$ cat src/rtl/mem_data_pkg.sv
// Shared types and helpers for the mem_data access controller.
// The controller's optional round-robin arbitration is enabled with MEM_DATA_CTRL_RR_EN.
package mem_data_pkg;

  localparam int NPORTS = 2;

  typedef enum logic [1:0] {
    IDLE   = 2'd0,
    RD_RSP = 2'd1,
    RMW_WR = 2'd2,
    WR_RSP = 2'd3
  } mem_ctrl_state_e;

  function automatic logic [31:0] be_merge(input logic [31:0] data,
                                           input logic [3:0]  be,
                                           input logic [31:0] old);
    logic [31:0] merged;
    merged = old;
    for (int i = 0; i < 4; i++) begin
      if (be[i]) merged[8*i +: 8] = data[8*i +: 8];
    end
    return merged;
  endfunction

endpackage

$ cat src/rtl/mem_data_arb.sv
// 2-way request arbiter; grant is combinational from valids (and pointer).
// MEM_DATA_CTRL_RR_EN selects round-robin, otherwise port 0 has fixed priority.
module mem_data_arb (
  input  logic       clk_i,
  input  logic       rst_ni,
  input  logic [1:0] valid,
  input  logic       accept,
  output logic [1:0] grant
);

`ifdef MEM_DATA_CTRL_RR_EN
  logic r_ptr;

  // Pointer names the favoured port; after serving port 0 it favours port 1.
  always_ff @(posedge clk_i or negedge rst_ni) begin
    if (!rst_ni) begin
      r_ptr <= 1'b0;
    end else if (accept) begin
      r_ptr <= grant[0];
    end
  end

  assign grant[0] = valid[0] & (~r_ptr | ~valid[1]);
  assign grant[1] = valid[1] & ( r_ptr | ~valid[0]);
`else
  logic w_unused;
  assign w_unused = ^{clk_i, rst_ni, accept};

  assign grant[0] = valid[0];
  assign grant[1] = valid[1] & ~valid[0];
`endif

endmodule

$ cat src/rtl/mem_data_ctrl.sv
// Two-port controller for mem_data: arbitration, read sequencing, byte-enable RMW.
// Arbitration mode chosen by MEM_DATA_CTRL_RR_EN (round-robin) or fixed priority.
module mem_data_ctrl (
  input  logic             clk_i,
  input  logic             rst_ni,
  input  logic [1:0]       req_valid_i,
  output logic [1:0]       req_ready_o,
  input  logic [1:0]       req_we_i,
  input  logic [1:0][31:0] req_addr_i,
  input  logic [1:0][3:0]  req_be_i,
  input  logic [1:0][31:0] req_wdata_i,
  output logic [1:0]       rsp_valid_o,
  output logic [31:0]      rsp_rdata_o,
  output logic [31:0]      mem_addr_r_o,
  input  logic [31:0]      mem_data_r_i,
  output logic             mem_wr_en_o,
  output logic [31:0]      mem_addr_w_o,
  output logic [31:0]      mem_data_w_o
);
  import mem_data_pkg::*;

  mem_ctrl_state_e r_state;
  logic            r_port;
  logic [31:0]     r_addr;
  logic [3:0]      r_be;
  logic [31:0]     r_wdata;
  logic [1:0]      r_rsp_vld;
  logic            r_rmw_wr;

  logic [1:0]  w_grant;
  logic [1:0]  w_ready;
  logic        w_accept;
  logic        w_sel;
  logic [31:0] w_addr;
  logic        w_we;
  logic [3:0]  w_be;
  logic [31:0] w_wdata;
  logic        w_full_wr;
  logic        w_unused;

  mem_data_arb u_arb (
    .clk_i  (clk_i),
    .rst_ni (rst_ni),
    .valid  (req_valid_i & {NPORTS{r_state == IDLE}}),
    .accept (w_accept),
    .grant  (w_grant)
  );

  // Ready is gated by reset so nothing is accepted while the block is held.
  assign w_ready   = w_grant & {NPORTS{rst_ni}};
  assign w_accept  = |w_ready;
  assign w_sel     = w_ready[1];
  assign w_addr    = {req_addr_i[w_sel][31:2], 2'b00};
  assign w_we      = req_we_i[w_sel];
  assign w_be      = req_be_i[w_sel];
  assign w_wdata   = req_wdata_i[w_sel];
  assign w_full_wr = w_accept & w_we & (w_be == 4'hF);
  assign w_unused  = ^{req_addr_i[0][1:0], req_addr_i[1][1:0]};

  always_ff @(posedge clk_i or negedge rst_ni) begin
    if (!rst_ni) begin
      r_state   <= IDLE;
      r_port    <= 1'b0;
      r_addr    <= '0;
      r_be      <= '0;
      r_wdata   <= '0;
      r_rsp_vld <= '0;
      r_rmw_wr  <= 1'b0;
    end else begin
      r_rsp_vld <= '0;
      r_rmw_wr  <= 1'b0;
      case (r_state)
        IDLE: begin
          if (w_accept) begin
            r_port  <= w_sel;
            r_addr  <= w_addr;
            r_be    <= w_be;
            r_wdata <= w_wdata;
            if (!w_we) begin
              r_state          <= RD_RSP;
              r_rsp_vld[w_sel] <= 1'b1;
            end else if (w_be == 4'hF || w_be == 4'h0) begin
              r_state          <= WR_RSP;
              r_rsp_vld[w_sel] <= 1'b1;
            end else begin
              r_state  <= RMW_WR;
              r_rmw_wr <= 1'b1;
            end
          end
        end
        RMW_WR: begin
          r_state           <= WR_RSP;
          r_rsp_vld[r_port] <= 1'b1;
        end
        RD_RSP:  r_state <= IDLE;
        WR_RSP:  r_state <= IDLE;
        default: r_state <= IDLE;
      endcase
    end
  end

  assign req_ready_o  = w_ready;
  assign rsp_valid_o  = r_rsp_vld;
  assign rsp_rdata_o  = (r_state == RD_RSP) ? mem_data_r_i : '0;
  assign mem_addr_r_o = w_accept ? w_addr : r_addr;
  assign mem_wr_en_o  = w_full_wr | r_rmw_wr;
  assign mem_addr_w_o = w_full_wr ? w_addr : r_addr;
  // Old bytes arrive from the read issued on the accept cycle.
  assign mem_data_w_o = w_full_wr ? w_wdata :
                        r_rmw_wr  ? be_merge(r_wdata, r_be, mem_data_r_i) : r_wdata;

endmodule

$ cat config.mk
export PLATFORM = sky130hd
export DESIGN_NAME = mem_data_ctrl
export DESIGN_NICKNAME = d
export VERILOG_FILES = /design/src/rtl/mem_data_pkg.sv /design/src/rtl/mem_data_arb.sv /design/src/rtl/mem_data_ctrl.sv
export SDC_FILE = /design/constraint.sdc
export NUM_CORES = 1
export LEC_CHECK = 0
export ABC_AREA = 1
export CORE_MARGIN = 1
export CORE_UTILIZATION = 34
export CTS_BUF_LIST = sky130_fd_sc_hd__clkbuf_8 sky130_fd_sc_hd__clkbuf_16
export DETAILED_ROUTE_END_ITERATION = 6
export PLACE_DENSITY = 0.81
export SYNTH_ARGS = -nofsm -noshare
export SYNTH_HDL_FRONTEND = slang
export SYNTH_SLANG_ARGS = --single-unit
$ cat constraint.sdc
create_clock -name clk_i -period 2.15 [get_ports clk_i]
set_clock_uncertainty 0.05 [all_clocks]
set_input_delay 0.43 -clock clk_i [delete_from_list [all_inputs] [get_ports clk_i]]
set_output_delay 0.43 -clock clk_i [all_outputs]
set_load 0.01 [all_outputs]
==> metrics.yaml, run 1 <==
drt:
  route.detailed.drc: 0
  detail_route.first_pass.iterations: 4
  routed_via_count: 6468
  drt-initial-drc-count: 374
  post_detailed_route_count_of_antenna_violating_nets: 0
  postRouteWirelength_microns: 21700
  wl_per_cell_microns: 17.3
  detail_route.vias_per_cell: 5.15
yosys:
  synthesis.area_per_instance_sq_um: 7.20
  synth-seq-area-share: 0.376
  synth.yosys.warnings: 0
  mappedNetlistNets: 858
  post_synthesis_instance_area_sq_um: 4920
  ys_seq_elements: 74
  netlist_instances: 684
  number_of_distinct_library_cells_after_synthesis: 20
setup_path:
  r2r_setup_slack_ns: -0.11
  critical_path_required_ns: 1.67
  slowest_delay_ns: 0.41
  critical-path-top-delay-family: "buffers and inverters"
  start_kind: "flop"
  cp.arrival_ns: 2.38
  critPathKind: "reg -> out"
  timing.critical_path.buf_inv: 4
  critPathSlowestCell: "sky130_fd_sc_hd__dfrtp_1"
  cp_cell_sequence: "nor2_4 > nand3_4 > buf_6 > o21ai_4 > nor2_4 > nand4_4 > buf_8 > bufbuf_16 > nand2_1 > o21ai_1 > buf_2"
  critical_path.max_fanout: 8
  worst_r2r_src: "r_state[1]"
  reg2regPathDepth: 13
  crit_top_cell: "sky130_fd_sc_hd__nor2_4"
  critPathCaptureType: "output pin"
  worst_r2r_endpoint: "rsp_valid_o[1]"
final_layout:
  postLayoutCellArea_sq_um: 10100
  n_antenna_cell: 0
  fillers: 1010
  nNetsFinal: 1245
  highest_count_cells_in_the_layout_ignoring_fill_and_taps: "sky130_fd_sc_hd__clkdlybuf4s50_1, sky130_fd_sc_hd__nand2_1, sky130_fd_sc_hd__o21ai_0"
  area_growth_syn_to_layout_pct: 105
  post_route_cells_drive_above_1_share: 0.374
  layout_commonest_cell: "sky130_fd_sc_hd__clkdlybuf4s50_1"
cts:
  clkSlewWorstSetupHoldPaths_ns: 0.06
  cts_buffers: 9
  h-tree-depth: 3
  ctsLongestPathBuffers: 2
  cts-root-buf: "sky130_fd_sc_hd__clkbuf_16"
  tritoncts: "built"
  worstSkewPairLatency_ns: 0.33
  cts_hold_buf: 0
  tritoncts_num_sinks: 74
min_path:
  min-delay-path-class: "in -> async"
sta:
  share_of_the_clock_period_used_by_the_worst_path: 1.33
  max_slew_margin: 0.341
  worst-slew-pin-transition_ns: 0.988
  final.min_clock_period_ns: 2.86
  slew_violations: 0
  setup_violations: 99
  hold_violations: 0
  setup_slack_ns: -0.711
  max_freq_ghz: 0.350
  grt_setup_unrepaired: "true"
floorplan:
  rows: 43
  die_width_microns: 122
  ioPinCount: 307
  die-height_microns: 122
  start_util: 0.352
  core_region_area_sq_um: 14000
  die_area_sq_um: 15000
grt:
  globalRoute.totalOverflow: 0
  first_global_vias: 6492
  grt_antenna_before_repair: 0
  gr-usage-all-layers: 0.281
  grt_first_pass_wirelength_microns: 32200
  grt_max_degree: 75
placed_design:
  dp_worst_setup_slack_ns: -1.04
  dp.final_hpwl_microns: 13200
  placed_cell_area_sq_um: 8710
  place_congestion: 0.870
  place.port_buffers: 302
run_status:
  failed_checks: "setup timing"
  status: "finished, violations left"
power_and_ir_drop:
  ir_worst_vdd_mv: 0.646
  power.total_w: 0.0103
  power-per-cell-area_nw_per_um2: 1020
  leakagePower_nw: 5.02
run:
  maxCapViolations: 0
[worst max-delay path by stage]
stage	cells after the start	startpoint	to	slack, ns
2_1_floorplan	9	r_state[1]	mem_addr_w_o[21]	-0.07
3_3_place_gp	8	req_valid_i[0]	mem_data_w_o[14]	-1.05
3_5_place_dp	8	req_valid_i[0]	mem_data_w_o[14]	-1.04
4_1_cts	11	r_state[0]	mem_data_w_o[2]	-0.58
5_1_grt	11	r_state[1]	mem_addr_w_o[18]	-0.79
6_report	11	r_state[1]	mem_data_w_o[6]	-0.71
[sequential cells by signal, summed over array words and instances, names as in the netlist]
signal / flops
r_rmw_wr: 1
rsp_valid_o: 2
r_state: 2
r_port: 1
r_wdata: 32
r_be: 4
r_addr: 32
[stage by stage]
stage                     std cells  utilization  hold WS [ns]  setup TNS, ns
after detailed placement       1190        0.623         0.417        -104.73
after CTS                      1255        0.698         0.432         -44.35
after floorplan                 684            -        0.0844          -2.57
final                          1255        0.722         0.427         -56.20
after global routing           1255        0.722         0.461         -64.44
after global placement         1190        0.623         0.409        -102.69
[report_power, final]
group | internal (W) | switching [W] | leakage [nW] | total [W]
clock network | 0.000912 | 0.000587 | 0.151 | 0.00150
logic | 0.00303 | 0.00331 | 3.94 | 0.00634
registers | 0.00203 | 0.000390 | 0.926 | 0.00242
[cell type report]
cell class	instances	area [sq um]	area share
Tap cell	180	225	0.0223
Timing Repair Buffer	426	4010	0.397
Inverter	52	200	0.0198
Clock inverter	5	47.5	0.00471
Clock buffer	10	239	0.0237
Sequential cell	74	1850	0.183
Multi-Input combinational cell	508	3530	0.350
[cell families after synthesis]
| group | after synthesis | share of synthesized area |
|---|---|---|
| flip-flops | 74 | 0.376 |
| multiplexers | 62 | 0.126 |
| AND/OR/NAND/NOR | 254 | 0.208 |
| buffers and inverters | 102 | 0.0915 |
| AO/OA/AOI/OAI | 192 | 0.199 |
[tightest hold or removal path, cell delays in order]
cell                    delay (ns)
sky130_fd_sc_hd__buf_4        0.08
sky130_fd_sc_hd__buf_4        0.11
sky130_fd_sc_hd__buf_4        0.77
[metal layers]
metal | track usage | wire length, microns
met5 | 0 | 0
met4 | 0.151 | 897
met3 | 0.0678 | 1610
met2 | 0.510 | 11400
met1 | 0.299 | 7850
[synth_stat cells]
library cell	n	area share
sky130_fd_sc_hd__buf_6	5	0.011
sky130_fd_sc_hd__nand3_2	1	0.0020
sky130_fd_sc_hd__buf_2	15	0.015
sky130_fd_sc_hd__buf_4	3	0.0046
sky130_fd_sc_hd__nand2_1	193	0.15
sky130_fd_sc_hd__nor2_4	1	0.0023
sky130_fd_sc_hd__inv_2	3	0.0023
sky130_fd_sc_hd__clkbuf_1	27	0.021
sky130_fd_sc_hd__o21ai_1	56	0.057
sky130_fd_sc_hd__nor2_2	2	0.0025
sky130_fd_sc_hd__mux2i_1	62	0.13
sky130_fd_sc_hd__o21ai_0	131	0.13
sky130_fd_sc_hd__nor2_1	41	0.031
sky130_fd_sc_hd__or2_2	4	0.0051
sky130_fd_sc_hd__nand3_1	4	0.0041
sky130_fd_sc_hd__o21ai_2	5	0.0089
sky130_fd_sc_hd__inv_1	49	0.037
sky130_fd_sc_hd__nand4_1	7	0.0089
sky130_fd_sc_hd__dfrtp_1	74	0.38
sky130_fd_sc_hd__nand4_4	1	0.0043
[timing repair]
item | in CTS | in global routing
gates resized for setup | 617 | 114
pin swaps | 7 | 19
endpoints found under the setup margin | 136 | 137
cloned | 12 | 0
buffers inserted | 38 | 18
No activity file was read; power rests on OpenSTA's default activity.
==> run 2, diff against run 1 <==
- CAP_MARGIN: default -> 10
- REMOVE_ABC_BUFFERS: default -> 1
==> metrics.yaml, run 2 (synthesized netlist as in run 1, its figures left out) <==
run_status:
  status: "finished, violations left"
  failed_checks: "setup timing"
setup_path:
  start_kind: "flop"
  slowest_delay_ns: 0.41  # about the same
  critPathCaptureType: "output pin"
  critical-path-top-delay-family: "simple AND/OR/NAND/NOR gates"
  reg2regPathDepth: 9  # -4
  critical_path.max_fanout: 8  # unchanged
  crit_top_cell: "sky130_fd_sc_hd__nor2_4"
  worst_r2r_endpoint: "r_wdata[26]"
  worst_r2r_src: "r_state[1]"
  critPathKind: "reg -> out"
  timing.critical_path.buf_inv: 4  # unchanged
  cp_cell_sequence: "nor2_4 > nand3_4 > nand2_2 > o21ai_2 > nor2_4 > nand4_4 > buf_12 > buf_4 > buf_8 > o21ai_1 > buf_2"
  critPathSlowestCell: "sky130_fd_sc_hd__dfrtp_1"
  cp.arrival_ns: 2.30  # -0.08 ns
  r2r_setup_slack_ns: 0.15  # +0.26 ns
  critical_path_required_ns: 1.67  # about the same
cts:
  h-tree-depth: 3  # unchanged
  ctsLongestPathBuffers: 2  # unchanged
  tritoncts_num_sinks: 74  # unchanged
  cts_buffers: 9  # unchanged
  cts_hold_buf: 0  # unchanged
  worstSkewPairLatency_ns: 0.32  # about the same
  cts-root-buf: "sky130_fd_sc_hd__clkbuf_16"
  clkSlewWorstSetupHoldPaths_ns: 0.06  # about the same
  tritoncts: "built"
drt:
  detail_route.first_pass.iterations: 6  # +2
  route.detailed.drc: 0  # unchanged
  drt-initial-drc-count: 283  # -24%
  routed_via_count: 6235  # -3.6%
  highest_layer: "met4"
  wl_per_cell_microns: 15.7  # -9.5%
  postRouteWirelength_microns: 19800  # -8.6%
  met1Wirelength_microns: 7510  # -4.3%
  post_detailed_route_count_of_antenna_violating_nets: 0  # unchanged
  dr_wl_met2_microns: 10500  # -7.6%
  detail_route.vias_per_cell: 4.92  # -4.5%
  met3WireLength_microns: 1340  # -17%
sta:
  slew_violations: 0  # unchanged
  setup_violations: 96  # -3.0%
  final.min_clock_period_ns: 2.78  # -0.0768 ns
  max_slew_margin: 0.659  # +0.318
  worst-slew-pin-transition_ns: 0.511  # -0.476 ns
  hold_violations: 0  # unchanged
  setup-tns-final_ns: -47.41  # +8.79 ns
  max_freq_ghz: 0.359  # +2.8%
  finalHoldWorstSlack_ns: 0.230  # -0.196 ns
  share_of_the_clock_period_used_by_the_worst_path: 1.29  # -0.0357
  setup_slack_ns: -0.634  # +0.0768 ns
  grt_setup_unrepaired: "true"
run:
  maxCapViolations: 0  # unchanged
floorplan:
  die_area_sq_um: 15000  # unchanged
  rows: 43  # unchanged
  start_util: 0.352  # unchanged
  core_region_area_sq_um: 14000  # unchanged
  ioPinCount: 307  # unchanged
  die_width_microns: 122  # unchanged
  die-height_microns: 122  # unchanged
min_path:
  min-delay-path-class: "in -> async"
grt:
  grt_first_pass_wirelength_microns: 27600  # -14%
  grt_max_degree: 50  # -33%
  globalRoute.totalOverflow: 0  # unchanged
  grt_antenna_before_repair: 0  # unchanged
  gr-usage-all-layers: 0.236  # -0.0451
  first_global_vias: 5759  # -11%
final_layout:
  highest_count_cells_in_the_layout_ignoring_fill_and_taps: "sky130_fd_sc_hd__clkdlybuf4s50_1, sky130_fd_sc_hd__nand2_1, sky130_fd_sc_hd__o21ai_0"
  post_route_cells_drive_above_1_share: 0.327  # -0.0474
  reg_top3: "r_addr (32), r_wdata (32), r_be (4)"
  n_antenna_cell: 0  # unchanged
  final_cells: 1267  # +0.96%
  nNetsFinal: 1256  # +0.88%
  area_growth_syn_to_layout_pct: 99.9
  layout_commonest_cell: "sky130_fd_sc_hd__clkdlybuf4s50_1"
power_and_ir_drop:
  power.total_w: 0.00974  # -5.1%
  power-per-cell-area_nw_per_um2: 989  # -2.6%
  ir_worst_vdd_mv: 0.588  # -8.9%
  leakagePower_nw: 5.43  # +8.2%
placed_design:
  place_congestion: 0.875  # +0.59%
  post-place-cells: 1219  # +2.4%
  dp.final_hpwl_microns: 13500  # +2.2%
  place.port_buffers: 302  # unchanged
[run 2: layer usage]
metal / track usage / up-vias
li1: - / 3058
met1: 0.267 / 2890
met2: 0.432 / 252
met3: 0.0530 / 35
met4: 0.0854 / 0
met5: 0 / -
[run 2: where the power goes]
group / leakage (nW) / internal [W] / total, W / switching, W
clock: 0.154 / 0.000878 / 0.00144 / 0.000559
combinational: 4.35 / 0.00281 / 0.00590 / 0.00308
sequential: 0.926 / 0.00203 / 0.00240 / 0.000375
[run 2: cell type report]
cell class | count | area (sq um)
timing repair buffer | 437 | 4100
inverter | 52 | 195
fill | 1049 | 4140
tap | 180 | 225
sequential | 74 | 1850
multi-input combinational | 508 | 3200
clock inverter | 7 | 55.1
clock buffer | 9 | 225
[run 2: how the worst max path moves through the flow]
stage	to	start	depth (start not counted)	slack (ns)
after floorplan	mem_addr_w_o[21]	req_valid_i[1]	8	-6.42
after global placement	mem_addr_w_o[13]	req_valid_i[0]	11	-1.03
after detailed placement	mem_addr_r_o[12]	req_valid_i[0]	9	-1.05
after CTS	mem_data_w_o[13]	r_state[0]	12	-0.74
after global routing	mem_data_w_o[15]	r_state[1]	12	-0.76
final	mem_addr_w_o[29]	r_state[1]	11	-0.63
[run 2: tightest hold or removal path: cells and delay by family]
family / cells / cell delay (ns)
buf+inv: 3 / 0.62
[run 2: stage by stage]
step,utilization,setup slack (ns),cell area [sq um]
2_1_floorplan,-,-6.42,4670
3_3_place_gp,0.628,-1.03,8780
3_5_place_dp,0.628,-1.05,8780
4_1_cts,0.658,-0.745,9210
5_1_grt,0.704,-0.764,9850
6_report,0.704,-0.634,9850
[run 2: timing repair]
action,4_1_cts,5_1_grt
gates cloned,2,4
setup endpoints to repair,131,131
setup buffers,13,16
gates resized for setup,299,326
pin swaps,7,12
==> run 3, diff against run 2 <==
- CORE_AREA: default -> 2 2 120 122
- CORE_MARGIN: 1 -> default
- CORE_UTILIZATION: 34 -> default
- DIE_AREA: default -> 0 0 122 124
- clock period: 2.15 -> 3.5 ns (I/O delays scaled with it)
==> metrics.yaml, run 3 (synthesized netlist as in run 1, its figures left out) <==
setup_path:
  cp.arrival_ns: 2.63  # +0.33 ns
  crit_path_start: "req_be_i[5]"
  slowest_delay_ns: 0.50  # +0.09 ns
  cp_cell_sequence: "clkdlybuf4s50_1 > inv_1 > nand4_1 > nand2_2 > nor2_4 > nand4_4 > clkbuf_16 > buf_4 > nand2_1 > o21ai_1 > dlygate4sd2_1"
  critPathKind: "in -> out"
  critical_path_required_ns: 2.75  # +1.08 ns
  worst_r2r_endpoint: "r_wdata[11]"
  critical-path-top-delay-family: "buffers and inverters"
  cp_num_cells: 11  # unchanged
  critical_path.max_fanout: 8  # unchanged
  start_kind: "input pin"
  critPathSlowestCell: "sky130_fd_sc_hd__clkdlybuf4s50_1"
  reg2regPathDepth: 8  # -1
  timing.critical_path.buf_inv: 5  # +1
  cp-endpoint: "mem_addr_w_o[18]"
  critPathCaptureType: "output pin"
  r2r_setup_slack_ns: 1.38  # +1.23 ns
  worst_r2r_src: "r_state[0]"
power_and_ir_drop:
  power.total_w: 0.00554  # -43%
  leakagePower_nw: 4.71  # -13%
  power-per-cell-area_nw_per_um2: 624  # -37%
  ir_worst_vdd_mv: 0.340  # -42%
sta:
  slew_violations: 0  # unchanged
  worst-slew-pin-transition_ns: 0.941  # +0.429 ns
  max_freq_ghz: 0.296
  final.min_clock_period_ns: 3.38
  setup_violations: 0  # -100%
  hold_violations: 0  # unchanged
  share_of_the_clock_period_used_by_the_worst_path: 0.967
  setup_slack_ns: 0.117  # +0.751 ns
  finalHoldWorstSlack_ns: 0.432  # +0.201 ns
  grt_setup_unrepaired: "false"
  setup-tns-final_ns: 0  # +47.41 ns
  max_slew_margin: 0.373  # -0.286
grt:
  globalRoute.totalOverflow: 0  # unchanged
  grt_max_degree: 75  # +50%
  gr-usage-all-layers: 0.219  # -0.0177
  grt_antenna_before_repair: 0  # unchanged
  grt_first_pass_wirelength_microns: 26200  # -5.2%
  first_global_vias: 5419  # -5.9%
placed_design:
  dp_worst_setup_slack_ns: -0.269  # +0.778 ns
  dp.final_hpwl_microns: 13000  # -3.5%
  place_congestion: 0.804  # -8.1%
  place.port_buffers: 302  # unchanged
  post-place-cells: 1181  # -3.1%
cts:
  tritoncts_num_sinks: 74  # unchanged
  ctsLongestPathBuffers: 2  # unchanged
  h-tree-depth: 3  # unchanged
  cts-root-buf: "sky130_fd_sc_hd__clkbuf_16"
  cts_buffers: 9  # unchanged
  tritoncts: "built"
  clkSlewWorstSetupHoldPaths_ns: 0.05  # about the same
  worstSkewPairLatency_ns: 0.32  # about the same
min_path:
  min-delay-path-class: "reg -> reg"
final_layout:
  nNetsFinal: 1193  # -5.0%
  layout_commonest_cell: "sky130_fd_sc_hd__clkdlybuf4s50_1"
  highest_count_cells_in_the_layout_ignoring_fill_and_taps: "sky130_fd_sc_hd__clkdlybuf4s50_1, sky130_fd_sc_hd__nand2_1, sky130_fd_sc_hd__o21ai_0"
  post_route_cells_drive_above_1_share: 0.150  # -0.176
  n_antenna_cell: 0  # unchanged
  reg_top3: "r_addr (32), r_wdata (32), r_be (4)"
  seqCellArea_sq_um: 1850  # unchanged
  fillers: 1187  # +13%
  final_cells: 1204  # -5.0%
  multiInputGateArea_sq_um: 2730  # -15%
  area_growth_syn_to_layout_pct: 80.5
floorplan:
  start_util: 0.359  # +0.00690
  die_area_sq_um: 15100  # +1.1%
  die_width_microns: 122  # -0.29%
  die-height_microns: 124  # +1.3%
  core_region_area_sq_um: 13700  # -1.9%
  ioPinCount: 307  # unchanged
  rows: 43  # unchanged
drt:
  routed_via_count: 5745  # -7.9%
  post_detailed_route_count_of_antenna_violating_nets: 0  # unchanged
  drt-initial-drc-count: 219  # -23%
  route.detailed.drc: 0  # unchanged
  postRouteWirelength_microns: 17300  # -13%
  wl_per_cell_microns: 14.4  # -8.1%
  detail_route.vias_per_cell: 4.77  # -3.0%
  detail_route.first_pass.iterations: 4  # -2
run:
  maxCapViolations: 0  # unchanged
run_status:
  status: "completed"
run 3: cell count changes in the layout (fill, tap and decap cells not counted), sizes merged:
cell	before	now
buf	216	68
dlygate4sd2	3	48
clkdlybuf4s50	169	209
clkbuf	22	47
dlymetal6s2s	35	12
inv	56	54
bufbuf	0	1
bufinv	1	0
clkdlybuf4s15	1	0
nand3	5	6
run 3: area by class of cell:
| class | instances | area share |
|---|---|---|
| clock buffer | 12 | 0.0300 |
| multi-input combinational | 509 | 0.307 |
| clock inverter | 4 | 0.00197 |
| inverter | 52 | 0.0220 |
| sequential | 74 | 0.208 |
| timing repair buffer | 373 | 0.405 |
| tap | 180 | 0.0253 |
run 3: worst min-delay path by stage:
| stage | endpoint | cells past startpoint | start |
|---|---|---|---|
| 6_report | r_be[1] | 2 | r_be[1] |
| 5_1_grt | r_be[1] | 2 | r_be[1] |
| 4_1_cts | r_be[1] | 2 | r_be[1] |
| 3_5_place_dp | r_be[1] | 2 | r_be[1] |
| 3_3_place_gp | rsp_valid_o[1] | 2 | r_port |
| 2_1_floorplan | r_addr[0] | 0 | rst_ni |
run 3: routing by layer:
layer,vias up,track usage,share of wire
met2,204,0.407,0.51
met3,18,0.0609,0.082
met5,-,0,0
met1,2594,0.242,0.39
met4,0,0.0654,0.016
li1,2929,-,-
run 3: metrics by stage:
| step | utilization | area (sq um) |
|---|---|---|
| floorplan | - | 4670 |
| global placement | 0.623 | 8540 |
| detailed placement | 0.623 | 8540 |
| CTS | 0.645 | 8850 |
| global route | 0.648 | 8890 |
| finish | 0.648 | 8890 |
run 3: worst min-delay path: stages (launching register included):
cell and delay (ns):
sky130_fd_sc_hd__dfrtp_1 0.34, sky130_fd_sc_hd__nand2_1 0.05, sky130_fd_sc_hd__o21ai_0 0.06
run 3: where the power goes:
group	internal, W	switching [W]
Combinational	0.00157	0.00167
Clock	0.000530	0.000324
Sequential	0.00125	0.000208
run 3: what timing repair did:
item	in CTS	in global routing
cloned	2	3
gates resized for setup	99	87
hold buffers	0	0
setup buffers	0	2
pin swaps	1	3
setup endpoints to repair	95	75
